`src/rtl/keypad_scan_encoder.sv`:
```
// keypad_scan_encoder: scans a 4x4 active-low matrix, debounces, encodes keys for the calculator FSM.
// Latency: strobe (DEBOUNCE-1)*SCAN_DIV+1 cycles after first detecting sample. Optional auto-repeat: KEYPAD_AUTOREPEAT_EN.
// Backpressure: none; key_code is level-held and key_valid is a one-cycle strobe the consumer must take.
module keypad_scan_encoder #(
  parameter int SCAN_DIV = 4,
  parameter int DEBOUNCE = 3
`ifdef KEYPAD_AUTOREPEAT_EN
  , parameter int REPEAT_SAMPLES = 8
`endif
) (
  input  logic       clk,
  input  logic       rst,
  input  logic [3:0] row_in,
  output logic [3:0] col_out,
  output logic [7:0] key_code,
  output logic       key_valid,
  output logic       key_held
);

  localparam int CW = $clog2(SCAN_DIV);
  localparam int MW = $clog2(DEBOUNCE + 1);
  localparam logic [CW-1:0] SLOT_LAST = CW'(SCAN_DIV - 1);
  localparam logic [MW-1:0] MATCH_LAST = MW'(DEBOUNCE - 1);
  localparam logic [7:0] IDLE_CODE = 8'h0F;

  typedef enum logic [1:0] {
    ST_SCAN,
    ST_DEBOUNCE,
    ST_HOLD
  } state_t;

  state_t          state;
  logic [CW-1:0]   slot_cnt;
  logic [1:0]      col_idx;
  logic [1:0]      lat_row;
  logic [MW-1:0]   match_cnt;
  logic            slot_last;
  logic            any_low;
  logic            lat_row_low;
  logic [1:0]      hit_row;

`ifdef KEYPAD_AUTOREPEAT_EN
  localparam int RW = $clog2(REPEAT_SAMPLES + 1);
  localparam logic [RW-1:0] REP_LAST = RW'(REPEAT_SAMPLES - 1);
  logic [RW-1:0]   rep_cnt;
`endif

  function automatic logic [3:0] col_drive(input logic [1:0] c);
    col_drive = 4'b1111 ^ (4'b0001 << c);
  endfunction

  function automatic logic [7:0] encode(input logic [1:0] r, input logic [1:0] c);
    logic [7:0] code;
    case ({r, c})
      4'b00_00: code = 8'h01;
      4'b00_01: code = 8'h02;
      4'b00_10: code = 8'h03;
      4'b00_11: code = 8'b1000_0000;
      4'b01_00: code = 8'h04;
      4'b01_01: code = 8'h05;
      4'b01_10: code = 8'h06;
      4'b01_11: code = 8'b1000_0001;
      4'b10_00: code = 8'h07;
      4'b10_01: code = 8'h08;
      4'b10_10: code = 8'h09;
      4'b10_11: code = 8'b1000_0010;
      4'b11_00: code = 8'b0100_0001;
      4'b11_01: code = 8'h00;
      4'b11_10: code = 8'b0100_1000;
      default:  code = 8'b1000_0011;
    endcase
    return code;
  endfunction

  assign slot_last   = (slot_cnt == SLOT_LAST);
  assign any_low     = ~&row_in;
  assign lat_row_low = ~row_in[lat_row];

  // Lowest-index low row wins when several keys share the driven column.
  always_comb begin
    hit_row = 2'd0;
    for (int r = 3; r >= 0; r--) begin
      if (!row_in[r]) hit_row = 2'(r);
    end
  end

  always_ff @(posedge clk) begin
    if (rst) begin
      state     <= ST_SCAN;
      slot_cnt  <= '0;
      col_idx   <= 2'd0;
      lat_row   <= 2'd0;
      match_cnt <= '0;
      col_out   <= 4'b1110;
      key_code  <= IDLE_CODE;
      key_valid <= 1'b0;
      key_held  <= 1'b0;
`ifdef KEYPAD_AUTOREPEAT_EN
      rep_cnt   <= '0;
`endif
    end else begin
      key_valid <= 1'b0;
      slot_cnt  <= slot_last ? '0 : slot_cnt + 1'b1;
      if (slot_last) begin
        case (state)
          ST_SCAN: begin
            if (any_low) begin
              lat_row <= hit_row;
              if (DEBOUNCE == 1) begin
                key_code  <= encode(hit_row, col_idx);
                key_valid <= 1'b1;
                key_held  <= 1'b1;
                match_cnt <= '0;
                state     <= ST_HOLD;
`ifdef KEYPAD_AUTOREPEAT_EN
                rep_cnt   <= '0;
`endif
              end else begin
                match_cnt <= MW'(1);
                state     <= ST_DEBOUNCE;
              end
            end else begin
              col_idx <= col_idx + 1'b1;
              col_out <= col_drive(col_idx + 1'b1);
            end
          end
          ST_DEBOUNCE: begin
            if (lat_row_low) begin
              if (match_cnt == MATCH_LAST) begin
                key_code  <= encode(lat_row, col_idx);
                key_valid <= 1'b1;
                key_held  <= 1'b1;
                match_cnt <= '0;
                state     <= ST_HOLD;
`ifdef KEYPAD_AUTOREPEAT_EN
                rep_cnt   <= '0;
`endif
              end else begin
                match_cnt <= match_cnt + 1'b1;
              end
            end else begin
              // Bounce: give up on this key and continue scanning after it.
              match_cnt <= '0;
              state     <= ST_SCAN;
              col_idx   <= col_idx + 1'b1;
              col_out   <= col_drive(col_idx + 1'b1);
            end
          end
          ST_HOLD: begin
            if (!lat_row_low) begin
`ifdef KEYPAD_AUTOREPEAT_EN
              rep_cnt <= '0;
`endif
              if (match_cnt == MATCH_LAST) begin
                key_code  <= IDLE_CODE;
                key_held  <= 1'b0;
                match_cnt <= '0;
                state     <= ST_SCAN;
                col_idx   <= 2'd0;
                col_out   <= 4'b1110;
              end else begin
                match_cnt <= match_cnt + 1'b1;
              end
            end else begin
              match_cnt <= '0;
`ifdef KEYPAD_AUTOREPEAT_EN
              if (rep_cnt == REP_LAST) begin
                key_valid <= 1'b1;
                rep_cnt   <= '0;
              end else begin
                rep_cnt <= rep_cnt + 1'b1;
              end
`endif
            end
          end
          default: state <= ST_SCAN;
        endcase
      end
    end
  end

endmodule

```
`config.mk`:
```
export PLATFORM = sky130hd
export DESIGN_NAME = keypad_scan_encoder
export DESIGN_NICKNAME = d
export VERILOG_FILES = /design/src/rtl/keypad_scan_encoder.sv
export SDC_FILE = /design/constraint.sdc
export NUM_CORES = 1
export LEC_CHECK = 0
export ABC_AREA = 1
export BUFFER_PORTS_ARGS = -buffer_cell sky130_fd_sc_hd__buf_4
export CAP_MARGIN = 20
export CELL_PAD_IN_SITES_DETAIL_PLACEMENT = 0
export CELL_PAD_IN_SITES_GLOBAL_PLACEMENT = 1
export CORE_ASPECT_RATIO = 2
export CORE_MARGIN = 2
export CORE_UTILIZATION = 40
export DETAILED_ROUTE_END_ITERATION = 8
export PLACE_DENSITY = 0.88
export SLEW_MARGIN = 20
export SYNTH_ARGS = -nofsm -noshare
export SYNTH_HDL_FRONTEND = slang
export SYNTH_SLANG_ARGS = --single-unit
```
`constraint.sdc`:
```
create_clock -name clk -period 2 [get_ports clk]
set_clock_uncertainty 0.1 [all_clocks]
set_input_delay 0.2 -clock clk [delete_from_list [all_inputs] [get_ports clk]]
set_output_delay 0.2 -clock clk [all_outputs]
set_load 0.005 [all_outputs]
```
==> reports/results.tsv <==
metric	value	unit
status	finished, final reports clean	
gr-total-overflow	0	
ys_seq_elements	22	
min_to	col_idx[0]$_SDFFE_PP0P_	
vias	1239	
drc	0	
syn_area_per_cell	7.291	um2
clock_sinks	22	
dr.pass1.iters	4	
post_cts_buffers	0	
antennaDiodeCount	0	
pwr-share-comb	15.2	%
wl_per_cell	13.50	um
min_from	rst	
mostFrequentLayoutCell	nand2_1	
synth_fa_ha_area_share	10.55	%
synth-simple-area-share	34.71	%
peakVddDrop	0.0003560	V
ys_types	28	
worst_ep_arrival_time	1.88	ns
clkPwrFrac	40.1	%
ios	20	
fp.dieW	44.39	um
synth_mux_area_share	0	%
critPathKind	reg -> reg	
nNetsFinal	214	
fmax	543.6	MHz
fin_crit_sh	91.98	%
layout_min_cycle_time	1.840	ns
cts_tree	built	
grt_max_degree	14	
holdPathStages	2	
postRouteAntennaNets	0	
cts.htree.levels	1	
worstSetupStartpointType	register	
worst-path-max-fanout	13	
cts_made_buffers	3	
required	2.04	ns
setup_tns	0	ns
syn_inst	179	
most-common-layout-cells	nand2_1, nand3_1, dfxtp_1	
hold_buffers	0	
final_layout_size_suffix_gt1_share	18.88	%
synth_warnings	0	
grt_usage	18.52	%
synth-seq-area-share	33.75	%
min_path_type	in -> reg	
grt_pass1_wl	5382	um
r2r-end	key_code[2]$_SDFFE_PP1P_	
place_ws	0.1718	ns
initial_core_util	41.34	%
area.growth.synth_to_final	16.49	%
clkLatencyLatePin	0.26	ns
fin_util	48.16	%
clkTransAtPathRegs	0.08	ns
p_leak	0.7112	nW
drt_iter0_drc	20	
setup_violations	0	
maxCapViolations	0	
rsz0062_at_grt	false	
vias_per_cell	5.458	
powerDensity	684.2	nW/um2
whs	0.1039	ns
synth_top_family_by_area	simple AND/OR/NAND/NOR gates	
swShare	25.40	%
cts_resized	0	
core_area	3157	um2
worst_r2r_startpoint	state[0]$_SDFFE_PP0P_	
seqPwrFrac	44.8	%
synth_compound_area_share	12.66	%
dp_hpwl	2409	um
gp_congestion	0.8940	
die_y	84.78	um
maxSlewViolCount	0	
layout_setup_ws	0.1604	ns
internal_power	0.0007759	W
grt_pass1_vias	1214	
wl	3065	um
endpoint_kind	register	
syn-cell-area	1305	um2
cts-root-buf	clkbuf_8	
netSwitchingPower	0.0002642	W
numPortBuffers	17	
num_rows	29	
regToRegSetupSlack	0.16	ns
fp.dieArea	3763	um2
hold_violations	0	
grt_antenna_before_repair	0	
synth-xor-area-share	0	%
r2r_cells	8	
clockBufferDepth	2	
metal layers:
metal / up-vias / global-route usage [%] / share of wire [%]
met2: 24 / 34.49 / 58
met4: 0 / 9.366 / 3.2
met5: - / 0 / 0
li1: 617 / - / -
met3: 8 / 1.935 / 2.6
met1: 590 / 18.89 / 36
synth_stat cells:
cell type,instances,area (um2)
nand2_1,41,153.9
nand3_1,23,115.1
dfxtp_1,22,440.4
inv_1,16,60.06
nor2_1,15,56.30
ha_1,11,137.6
o21ai_0,9,45.04
a21oi_1,8,40.04
nand2_4,4,45.04
buf_4,3,22.52
clkbuf_1,3,11.26
inv_2,3,11.26
a21oi_4,2,32.53
nand2_2,2,12.51
nand3_2,2,20.02
nand4_1,2,12.51
o211ai_1,2,15.01
a211oi_1,1,7.510
and3_1,1,6.260
conb_1,1,3.750
nor3_1,1,5.000
nor3b_1,1,7.510
nor4_1,1,6.260
o21bai_2,1,11.26
o22ai_1,1,6.260
o31ai_1,1,7.510
or2_1,1,6.260
or2_2,1,6.260
kinds of logic (layout without fill, tap and decap cells):
logic type	count (synthesis)	in the layout
AOI/OAI and AO/OA	25	25
adders and majority gates	11	11
buffers and inverters	25	41
DFF	22	22
other	1	2
and+or+nand+nor	95	95
power by group through the flow:
| stage | combinational, W | clock [W] | sequential [W] |
|---|---|---|---|
| finish | 0.000158 | 0.000417 | 0.000465 |
| global route | 0.000176 | 0.000442 | 0.000468 |
| CTS | 0.000157 | 0.000424 | 0.000465 |
| detailed placement | 0.000157 | 0 | 0.000476 |
| global placement | 0.000152 | 0 | 0.000474 |
| floorplan | 0.000121 | 0 | 0.000471 |
critical path, stage by stage, from the launching register on:
cell,delay (ns)
dfxtp_1,0.35
inv_1,0.10
ha_1,0.36
inv_2,0.18
or2_1,0.27
nand2_4,0.13
nand2_4,0.09
nand2_1,0.08
nand3_1,0.07
how the worst max path moves through the flow:
stage	startpoint	endpoint	slack (ns)	depth (start not counted)
finish	state[0]$_SDFFE_PP0P_	key_code[2]$_SDFFE_PP1P_	0.16	8
global route	col_idx[0]$_SDFFE_PP0P_	key_code[1]$_SDFFE_PP1P_	0.0007	7
CTS	state[0]$_SDFFE_PP0P_	key_code[2]$_SDFFE_PP1P_	0.15	8
detailed placement	state[0]$_SDFFE_PP0P_	key_code[2]$_SDFFE_PP1P_	0.17	8
global placement	state[0]$_SDFFE_PP0P_	key_code[2]$_SDFFE_PP1P_	0.22	8
floorplan	col_idx[0]$_SDFFE_PP0P_	key_code[3]$_SDFFE_PP1P_	0.36	7
area by class of cell:
| class | count | area [um2] |
|---|---|---|
| fill | 323 | 1637 |
| multi-input combinational | 133 | 763.2 |
| sequential | 22 | 440.4 |
| timing repair buffer | 18 | 135.1 |
| inverter | 19 | 71.32 |
| clock buffer | 3 | 41.29 |
| tap | 31 | 38.79 |
| clock inverter | 1 | 30.03 |
state kept, by name, summed over array words and instances (netlist names), 2 cells and up:
signal / cells
lat_row: 2
key_code: 6
state: 2
slot_cnt: 2
col_out: 4
col_idx: 2
match_cnt: 2
metrics by stage:
stage	cell area, um2	total power [W]	cells
floorplan	1309	0.0005918	180
global placement	1449	0.0006268	223
detailed placement	1449	0.0006323	223
CTS	1520	0.001047	227
global route	1520	0.001085	227
finish	1520	0.001040	227
(Power assumes the default switching activity.)
